`src/rtl/core_mul.sv`:
```
// ---------------------------------------------------------------------------
// core_mul
//   Iterative multiply / multiply-accumulate unit fed by core_control.
//   Handles MUL/MLA (32-bit result) and UMULL/SMULL/UMLAL/SMLAL (64-bit).
//   Each RUN cycle retires STEP_BITS bits of the multiplier. Signed long
//   operations multiply magnitudes and negate the product at the end.
//   The 32-bit forms use the raw operands, because the low word of a
//   product does not depend on the operands' signedness.
//
// Ports
//   clk, rst_n            clock, async active-low reset
//   mul_a, mul_b          multiplicand / multiplier
//   mul_c_hi, mul_c_lo    accumulator words (c_hi used for long+add only)
//   mul_add               accumulate C into the product
//   mul_long              1: 64-bit result, 0: 32-bit result in q_lo
//   mul_signed            two's-complement operands (long forms only)
//   mul_start             command strobe, sampled only while mul_ready=1
//   mul_ready             idle; q valid and held
//   mul_q_hi, mul_q_lo    result words
// ---------------------------------------------------------------------------
module core_mul #(
    parameter int STEP_BITS = 2
) (
    input  logic        clk,
    input  logic        rst_n,
    input  logic [31:0] mul_a,
    input  logic [31:0] mul_b,
    input  logic [31:0] mul_c_hi,
    input  logic [31:0] mul_c_lo,
    input  logic        mul_add,
    input  logic        mul_long,
    input  logic        mul_signed,
    input  logic        mul_start,
    output logic        mul_ready,
    output logic [31:0] mul_q_hi,
    output logic [31:0] mul_q_lo
);

    localparam int STEPS = 32 / STEP_BITS;
    localparam int CW    = $clog2(STEPS) + 1;

    typedef enum logic [1:0] {
        S_IDLE,
        S_RUN,
        S_FIX
    } state_t;

    state_t          state_q, state_d;
    logic [CW-1:0]   cnt_q,   cnt_d;
    logic [63:0]     a_sh_q,  a_sh_d;   // |a| shifted up by the bits already retired
    logic [31:0]     b_sh_q,  b_sh_d;   // |b| shifted down; low slice is the current digit
    logic [63:0]     acc_q,   acc_d;    // unsigned partial product
    logic [63:0]     c_q,     c_d;
    logic            add_q,   add_d;
    logic            long_q,  long_d;
    logic            neg_q,   neg_d;
    logic [63:0]     q_q,     q_d;

    logic            use_mag;
    logic [31:0]     a_mag;
    logic [31:0]     b_mag;
    logic [63:0]     digit;
    logic [63:0]     prod;
    logic [31:0]     lo_sum;

    always_comb begin
        state_d = state_q;
        cnt_d   = cnt_q;
        a_sh_d  = a_sh_q;
        b_sh_d  = b_sh_q;
        acc_d   = acc_q;
        c_d     = c_q;
        add_d   = add_q;
        long_d  = long_q;
        neg_d   = neg_q;
        q_d     = q_q;

        use_mag = mul_signed & mul_long;
        a_mag   = (use_mag && mul_a[31]) ? -mul_a : mul_a;
        b_mag   = (use_mag && mul_b[31]) ? -mul_b : mul_b;
        digit   = 64'(b_sh_q[STEP_BITS-1:0]);
        prod    = neg_q ? -acc_q : acc_q;
        lo_sum  = prod[31:0] + (add_q ? c_q[31:0] : 32'd0);

        unique case (state_q)
            S_IDLE: begin
                if (mul_start) begin
                    a_sh_d  = {32'd0, a_mag};
                    b_sh_d  = b_mag;
                    acc_d   = 64'd0;
                    cnt_d   = CW'(STEPS - 1);
                    c_d     = {mul_c_hi, mul_c_lo};
                    add_d   = mul_add;
                    long_d  = mul_long;
                    neg_d   = use_mag & (mul_a[31] ^ mul_b[31]);
                    state_d = S_RUN;
                end
            end
            S_RUN: begin
                acc_d  = acc_q + a_sh_q * digit;
                a_sh_d = a_sh_q << STEP_BITS;
                b_sh_d = b_sh_q >> STEP_BITS;
                if (cnt_q == '0) begin
                    state_d = S_FIX;
                end else begin
                    cnt_d = cnt_q - CW'(1);
                end
            end
            S_FIX: begin
                if (long_q) begin
                    q_d = prod + (add_q ? c_q : 64'd0);
                end else begin
                    q_d = {32'd0, lo_sum};
                end
                state_d = S_IDLE;
            end
            default: state_d = S_IDLE;
        endcase
    end

    always_ff @(posedge clk or negedge rst_n) begin
        if (!rst_n) begin
            state_q <= S_IDLE;
            cnt_q   <= '0;
            a_sh_q  <= '0;
            b_sh_q  <= '0;
            acc_q   <= '0;
            c_q     <= '0;
            add_q   <= 1'b0;
            long_q  <= 1'b0;
            neg_q   <= 1'b0;
            q_q     <= '0;
        end else begin
            state_q <= state_d;
            cnt_q   <= cnt_d;
            a_sh_q  <= a_sh_d;
            b_sh_q  <= b_sh_d;
            acc_q   <= acc_d;
            c_q     <= c_d;
            add_q   <= add_d;
            long_q  <= long_d;
            neg_q   <= neg_d;
            q_q     <= q_d;
        end
    end

    assign mul_ready = (state_q == S_IDLE);
    assign mul_q_hi  = q_q[63:32];
    assign mul_q_lo  = q_q[31:0];

endmodule

```
`config.mk`:
```
export PLATFORM = sky130hd
export DESIGN_NAME = core_mul
export DESIGN_NICKNAME = d
export VERILOG_FILES = /design/src/rtl/core_mul.sv
export SDC_FILE = /design/constraint.sdc
export NUM_CORES = 1
export LEC_CHECK = 0
export BUFFER_PORTS_ARGS = -buffer_cell sky130_fd_sc_hd__buf_2
export CORE_ASPECT_RATIO = 0.7
export CORE_MARGIN = 2
export CORE_UTILIZATION = 56
export DETAILED_ROUTE_END_ITERATION = 12
export GPL_TIMING_DRIVEN = 0
export HOLD_SLACK_MARGIN = 0.03
export PLACE_DENSITY_LB_ADDON = 0.1
export SYNTH_ARGS = -nofsm -noshare
export SYNTH_HDL_FRONTEND = slang
export SYNTH_SLANG_ARGS = --single-unit
export TNS_END_PERCENT = 20
```
`constraint.sdc`:
```
create_clock -name clk -period 5.75 [get_ports clk]
set_clock_uncertainty 0.15 [all_clocks]
set_input_delay 0.8625 -clock clk [delete_from_list [all_inputs] [get_ports clk]]
set_output_delay 0.8625 -clock clk [all_outputs]
set_load 0.1 [all_outputs]
```
* After elaboration in Yosys (flattened, before gate mapping)
Index checks and enable logic that the tools add are counted.
Storage, ports and cells: flip-flop bits (word level) 298, output and inout port bits 65, logic and storage cells 53
Operators by class: add/sub/neg operators 7, multipliers 1, eq/ne operators 5, muxes and demuxes 18, bitwise gates (word level) 3, reduce and logical (&&, ||, !) cells 9
Operators by type and width (number):
- 2-to-1 mux 64 bit | 5
- case mux 64 bit (2 select lines) | 2
- adder 64 bit | 2
- 2-to-1 mux 32 bit | 4
- multiplier 64 x 2 -> 64 bit | 1
- negation 32 bit | 2
- negation 64 bit | 1
- case mux 32 bit (2 select lines) | 1
- adder 32 bit | 1
- 2-to-1 mux 5 bit | 2
- case mux 5 bit (2 select lines) | 1
- inequality test 2 bit, second input constant | 3
- AND reduction 2 bit | 3
- zero test 5 bit | 1
- subtractor 5 x 1 -> 5 bit, second input constant | 1
- 2-to-1 mux 2 bit | 2
- case mux 2 bit (2 select lines) | 1
- AND reduction 3 bit | 1
- bitwise AND 1 bit | 2
- equality test 2 x 1 -> 1 bit, second input constant | 1
- equality test 2 bit, second input constant | 1
- logical AND 1 bit | 2
- zero test 2 bit | 1
- nonzero test 2 bit | 1
- bitwise XOR 1 bit | 1

* Depth between registers and ports, before layout
Gate-level depths: netlist of the first run.
depth in word-level cells 5, gate-level depth with buffers 25

* Worst setup path after synthesis of the first run
OpenSTA, ideal clock, no wires.
path type flip-flop to flip-flop, start point register acc_q[9], end point register q_q[63], data arrival time 5.317 ns, data required time 5.469 ns, slack 0.151 ns, cell stages (with the launch flop) 22, path through dfrtp_1 -> or3_1 -> or3_1 -> or2_2 -> clkbuf_1 -> or3_1 -> or2_1 -> clkbuf_1 -> o31ai_1 -> xnor2_1 -> ha_1 -> clkbuf_1 -> a21oi_1 -> o21bai_1 -> a221o_1 -> a211oi_1 -> o31a_1 -> a21oi_1 -> a221oi_1 -> o221a_2 -> nor2_1 -> or3_1
Between the ends: word-level cells in the longest chain between the ends 4
RTL lines:
- from (decl) | RTL line 52 | logic [63:0] acc_q, acc_d;
- from (signal assigned) | RTL line 127 | acc_q <= '0;
- from (signal assigned) | RTL line 138 | acc_q <= acc_d;
- negation 64 bit | RTL line 82 | prod = neg_q ? -acc_q : acc_q;
- 2-to-1 mux 64 bit * | RTL line 82
- adder 64 bit * | RTL line 111 | q_d = prod + (add_q ? c_q : 64'd0);
- 2-to-1 mux 64 bit * | RTL line 110 | if (long_q) begin
- to (signal assigned) | RTL line 143 | q_q <= q_d;
- to (decl) | RTL line 57 | logic [63:0] q_q, q_d;
Mark *: on every way between the ends. The rest lies on a longest branch, timed or not. A chain may end at the register's enable or synchronous reset.

* Worst setup path in the final report of the first run
start point register acc_q[18], end point register q_q[63]
The elaborated chain is that of the path after synthesis.

==> results of run 1 <==
==> per-stage QoR <==
step	hold slack, ps	worst slack (ps)	total power [uW]	utilization
final	112.8	82.64	17030	0.6445
after global routing	175.7	-50.54	18260	0.6445
after CTS	134.4	-133.7	16480	0.6357
after detailed placement	304.2	-812.2	14130	0.6076
after global placement	302.7	-1798	13930	0.6056
after floorplan	288.0	151.3	11270	-
==> logic make-up (layout without fill, tap and decap cells) <==
logic type / count (synthesis) / in the layout / share of synthesized area
multiplexers: 2 / 2 / 0.0008373
AO/OA/AOI/OAI: 823 / 823 / 0.2193
buffers and inverters: 404 / 664 / 0.06348
adder cells (fa/ha/maj): 195 / 195 / 0.1221
AND/OR/NAND/NOR: 1016 / 1016 / 0.1955
flip-flops: 298 / 298 / 0.3119
XOR/XNOR: 237 / 237 / 0.08682
==> path summary, 6_finish.rpt <==
check                      depth (start not counted)             startpoint                     end
setup / recovery                                  17  acc_q[18]$_DFFE_PN0P_     q_q[63]$_DFFE_PN0N_
hold / removal                                     1                  rst_n      q_q[2]$_DFFE_PN0N_
setup reg to reg                                  17  acc_q[18]$_DFFE_PN0P_     q_q[63]$_DFFE_PN0N_
hold reg to reg                                    2    c_q[37]$_DFFE_PN0P_     c_q[37]$_DFFE_PN0P_
max in group asynchronous                          3                  rst_n  a_sh_q[61]$_DFFE_PN0P_
min in group clk                                   3           mul_c_hi[15]     c_q[47]$_DFFE_PN0P_
==> synthesized netlist by cell type (10+ instances only) <==
cell type,count
a211oi_1,13
a21o_1,62
a21oi_1,180
a22o_1,38
a22oi_1,50
a31oi_1,20
and2_1,73
and3_1,13
and4_1,10
buf_1,13
clkbuf_1,152
dfrtp_1,298
fa_1,64
ha_1,131
inv_1,237
nand2_1,563
nand2b_1,15
nand3_1,46
nand4_1,45
nor2_1,113
nor2b_1,17
nor3_1,36
nor4_1,14
o211ai_1,15
o21a_1,11
o21ai_0,227
o21bai_1,22
o22ai_1,56
o31ai_1,38
o41ai_1,11
or3_1,26
or4_1,14
xnor2_1,160
xor2_1,77
==> worst max-delay path: cells and delay by family (launching register included) <==
family / cells / cell delay (ps)
AO/OA/AOI/OAI: 9 / 2340
AND/OR/NAND/NOR: 6 / 2280
flip-flops: 1 / 450
adder cells (fa/ha/maj): 1 / 170
XOR/XNOR: 1 / 140
==> registers in the layout, summed over array words and instances, names as in the netlist <==
signal and flops:
a_sh_q 64, acc_q 64, neg_q 1, state_q 2, add_q 1, b_sh_q 32
q_q 64, long_q 1, cnt_q 5, c_q 64
==> routing by layer <==
| layer | vias up | share of wire |
|---|---|---|
| met5 | - | 0.00017 |
| met4 | 2 | 0.022 |
| met3 | 102 | 0.10 |
| met2 | 971 | 0.39 |
| met1 | 10840 | 0.49 |
| li1 | 10760 | - |
==> what timing repair did <==
item | CTS | global route
setup endpoints to repair | 9 | 22
gates cloned | 0 | 0
setup buffers | 2 | 13
gates resized for setup | 24 | 67
pin swaps | 6 | 24
==> layout make-up <==
class                   instances  area [sq um]
multi-input cells            2273         15330
fillers                      3643         15020
flip-flops and latches        298          7460
repair buffers                216          1182
inverters                     238         893.4
clock buffers                  37         818.3
well taps                     552         690.7
plain buffers                 152         576.8
clock inverters                21         277.8
==> power by group <==
group | total, uW | internal (uW) | leakage (uW) | switching [uW]
logic | 11000 | 3630 | 0.00849 | 7360
clock network | 2220 | 1290 | 0.000541 | 932
registers | 3810 | 2970 | 0.00384 | 841
total | 17000 | 7900 | 0.0129 | 9130
==> key figures, run 1 <==
Place
  • DP Area: 25670 sq um
  • HPWL Detailed: 60.20 mm
  • PortBufs: 197
  • GPL Wtd Cong: 0.9799
  • Placed Cells: 3728

Final layout
  • Area Growth Syn to Fin: 13.89%
  • Non-filler cells in the finished layout: 3787
  • Fin area: 27230 sq um
  • ANT cells: 0
  • Nets@finish: 3539
  • Most frequent cells in the layout: 562 x nand2_1, 296 x dfrtp_1, 236 x inv_1, 221 x o21ai_0, 197 x buf_2
  • Layout cells sized above 1: 0.1113
  • Most common cell after layout, fill and taps aside: nand2_1

Route
  • Post-route ant nets: 0
  • Avg WL per Cell: 20.19 microns
  • Wirelength, routed: 76.45 mm
  • Mean number of vias per cell: 5.988
  • Drt pass-1 iters: 5
  • DRC viols: 0
  • Drt first-iter violations: 2507
  • Via Count: 22680

Clock tree
  • CTS tree: yes
  • Root buffer cell: clkbuf_16
  • CTS Sinks: 298
  • TritonCTS Buffers: 31
  • Post-CTS Hold Buffers: 0
  • Clock tree buffer depth: 3
  • CTS H-tree lvls: 1
  • Latest clock arrival within the worst-skew pair: 600 ps
  • Reg clk slew, reported paths: 70 ps

Power and ir drop
  • VDD IR max: 0.0002996 V
  • P_leak: 0.01287 uW
  • Power per cell area: 625.4 nW/um^2

Global route
  • Tot GR Track Use: 0.3391
  • Largest net degree at the start of global routing: 120
  • M2 GR Usage: 0.4622
  • Vias in the first global route: 21060
  • Most Crowded Layer GR: met1
  • Congestion Overflow GR: 0
  • Met3 Use GR: 0.08574
  • Met1 GRT Util: 0.5323
  • First-pass GRT wire length: 117.7 mm
  • Initial antenna violation count: 3

Status
  • Outcome: complete, no violations

Synth
  • Area leader, netlist: dfrtp_1
  • Ys async rst share: 1.000
  • EDFF count, synth: 0
  • Number of warning messages in the yosys log: 0
  • Main synth FF type: dfrtp_1
  • Synth Instances: 2975
  • Synth cell types: 73
  • Yosys top cell area share: 0.3119
  • Post-Syn Area: 23910 sq um
  • Largest cells by area after synthesis: dfrtp_1 31%, nand2_1 8.8%, ha_1 6.9%
  • Yosys reg bits: 298
  • Syn_nets: 3304
  • Sequential fraction of the synthesis area: 0.3119
  • Synthesized area per cell: 8.037 sq um

Timing
  • Final Cycle Share: 0.9856
  • Final Setup Violations: 0
  • Final slew viol count: 0
  • Achievable Freq: 176.4 MHz
  • Slew HR: 0.09819
  • RSZ-0062 raised after global routing: yes
  • Worst-Margin Slew: 1353 ps
  • Setup TNS: 0 ps
  • Post-layout min period: 5667 ps
  • Count of final hold-check violations: 0

Floorplanning
  • Die area: 44390 sq um
  • Die Width: 251.0 microns
  • Initial Utilization: 0.5659
  • Core box area: 42250 sq um
  • Site Rows: 63
  • IO Pins: 199
  • Die Y: 176.9 microns

Critical path
  • Crit path top cell by count: or4_4
  • Worst-path fanout max: 6
  • Critical path startpoint category: flip-flop
  • CP endpoint kind: flip-flop
  • WP data required: 6080 ps
  • Critical path, cell by cell: or4_4, or4_4, or4_4, or3_4, o41ai_4, xnor2_2, ha_4, a21o_1, o21bai_4, a221o_1, a211oi_2, o31a_1, a21oi_4, a221oi_4, o221a_4, nor2_1, or3_1
  • R2r setup slk: 80 ps
  • Slowest cell on crit path: or4_4
  • Crit path DAT: 6000 ps
  • CP max stage delay: 580 ps
  • WS Path Type: flip-flop to flip-flop

Job
  • Max-cap viol count: 0

Worst hold path
  • Hold Crit Class: primary input to async pin
Power figures use the tool's default switching activity.
==> run 2: changes to the inputs <==
CORE_UTILIZATION = 60   (was 56)
clock period = 6.55 ns   (was 5.75 ns; I/O delays follow)
==> key figures, run 2 (synthesis results as in run 1) <==
Power and ir drop
  • Switching Share: 0.5399
  • Clk pwr share: 0.136
  • Combinational power share: 0.640
  • Power, Total: 14760 uW
  • Psw: 7971 uW
  • P_leak: 0.01274 uW
  • Power per cell area: 550.2 nW/um^2
  • VDD IR max: 0.0004273 V
  • Seq pwr share: 0.224
  • Internal power: 6792 uW

Critical path
  • Crit path DAT: 6580 ps
  • FF-to-FF Start: acc_q[9]$_DFFE_PN0P_
  • WS Path Type: flip-flop to flip-flop
  • R2r setup slk: 290 ps
  • WP data required: 6870 ps
  • CP endpoint kind: flip-flop
  • Worst-path fanout max: 8
  • RR Endpoint: q_q[63]$_DFFE_PN0N_
  • Worst Reg-to-Reg Cells: 21
  • Critical path startpoint category: flip-flop

Place
  • Placed Cells: 3711
  • PortBufs: 197
  • GPL Wtd Cong: 0.9933
  • Dpl ws: -85.12 ps
  • HPWL Detailed: 59.87 mm

Floorplanning
  • Die Y: 171.0 microns
  • Core box area: 39540 sq um
  • Die Width: 242.6 microns
  • IO Pins: 199
  • Site Rows: 61
  • Die area: 41490 sq um
  • Initial Utilization: 0.6048

Timing
  • Hold WS: 203.4 ps
  • Final slew viol count: 0
  • Final Cycle Share: 0.9554
  • Worst-Margin Slew: 1189 ps
  • Slew HR: 0.2071
  • Final Setup Violations: 0
  • Count of final hold-check violations: 0
  • RSZ-0062 raised after global routing: no
  • Achievable Freq: 159.8 MHz
  • Setup TNS: 0 ps
  • Final setup margin: 292.4 ps
  • Post-layout min period: 6258 ps

Clock tree
  • Clock tree buffer depth: 3
  • Latest clock arrival within the worst-skew pair: 600 ps
  • TritonCTS Buffers: 31
  • CTS H-tree lvls: 1
  • Post-CTS Hold Buffers: 0
  • Root buffer cell: clkbuf_16
  • CTS tree: yes
  • Reg clk slew, reported paths: 70 ps
  • CTS Sinks: 298

Route
  • DRC viols: 0
  • Mean number of vias per cell: 6.111
  • Post-route ant nets: 0
  • Wirelength, routed: 75.59 mm
  • Avg WL per Cell: 20.05 microns
  • Drt first-iter violations: 2604
  • Via Count: 23040
  • Drt pass-1 iters: 8

Final layout
  • Nets@finish: 3539
  • Most frequent cells in the layout: 563 x nand2_1, 298 x dfrtp_1, 237 x inv_1, 226 x o21ai_0, 197 x buf_2
  • Area Growth Syn to Fin: 12.22%
  • Non-filler cells in the finished layout: 3770
  • Layout cells sized above 1: 0.08903
  • ANT cells: 0
  • Most common cell after layout, fill and taps aside: nand2_1

Status
  • Outcome: complete, no violations

Global route
  • Largest net degree at the start of global routing: 111
  • Initial antenna violation count: 0
  • Met1 GRT Util: 0.5664
  • Most Crowded Layer GR: met1
  • Vias in the first global route: 21070
  • Met3 Use GR: 0.07090
  • Congestion Overflow GR: 0
  • First-pass GRT wire length: 117.1 mm
  • M2 GR Usage: 0.4981
  • Tot GR Track Use: 0.3569

Worst hold path
  • Hold Crit Class: primary input to async pin

Job
  • Max-cap viol count: 0
run 2: cell count changes in the layout (fill, tap and decap cells not counted), sizes merged:
cell and delta:
buf -14, bufinv +1, clkbuf +12, clkdlybuf4s18 +1, clkinv -5, clkinvlp +4, inv +1
run 2: layout make-up:
cell class | count | area, sq um
Buffer | 165 | 620.6
Clock buffer | 36 | 824.5
Clock inverter | 22 | 321.6
Fill cell | 3318 | 12700
Inverter | 238 | 893.4
Multi-Input combinational cell | 2273 | 14960
Sequential cell | 298 | 7457
Tap cell | 535 | 669.4
Timing Repair Buffer | 203 | 1087
run 2: power by group through the flow:
| stage | logic [uW] | registers, uW | clock network (uW) |
|---|---|---|---|
| CTS | 9210 | 3270 | 2010 |
| detailed placement | 9140 | 3290 | 0 |
| finish | 9450 | 3300 | 2010 |
| global placement | 8930 | 3250 | 0 |
| global route | 10300 | 3380 | 2080 |
| floorplan | 5920 | 3980 | 0 |
run 2: how the worst max path moves through the flow:
| stage | startpoint | to | slack, ps | depth (start not counted) |
|---|---|---|---|---|
| floorplan | acc_q[9]$_DFFE_PN0P_ | q_q[63]$_DFFE_PN0N_ | 950 | 21 |
| global placement | rst_n | a_sh_q[55]$_DFFE_PN0P_ | -1000 | 1 |
| detailed placement | acc_q[8]$_DFFE_PN0P_ | q_q[63]$_DFFE_PN0N_ | -90 | 21 |
| CTS | acc_q[8]$_DFFE_PN0P_ | q_q[63]$_DFFE_PN0N_ | 50 | 21 |
| global route | acc_q[7]$_DFFE_PN0P_ | q_q[63]$_DFFE_PN0N_ | 30 | 21 |
| finish | acc_q[9]$_DFFE_PN0P_ | q_q[63]$_DFFE_PN0N_ | 290 | 21 |
run 2: layer usage:
layer / vias to the layer above / wire length (microns)
met4: 0 / 1502
met5: - / 0
met1: 10970 / 36190
met3: 121 / 8098
met2: 1164 / 29790
li1: 10780 / -
run 2: stage by stage:
stage,area [sq um],utilization
after global placement,25560,0.6466
after CTS,26810,0.6781
after global routing,26830,0.6787
final,26830,0.6787
after detailed placement,25660,0.6490
after floorplan,23910,-
run 2: repair_timing:
action / 4_1_cts / 5_1_grt
buffers inserted: 0 / 2
resized for setup: 1 / 3
endpoints found under the hold margin: 0 / 0
cloned: 0 / 0
pin swaps: 0 / 2
endpoints found under the setup margin: 1 / 3
run 2: critical path: stages (launching register included):
cell	delay, ps
dfrtp_1	420
or3_1	410
or3_1	380
or2_2	310
clkbuf_1	180
or3_1	420
or2_1	240
clkbuf_1	170
o21ai_1	170
xnor2_1	170
ha_1	270
clkbuf_1	200
a21o_1	240
o21bai_1	200
a221o_1	400
a211oi_1	230
o31a_1	270
a21oi_1	170
a221oi_2	410
o221a_2	310
nor2_1	60
or3_1	350
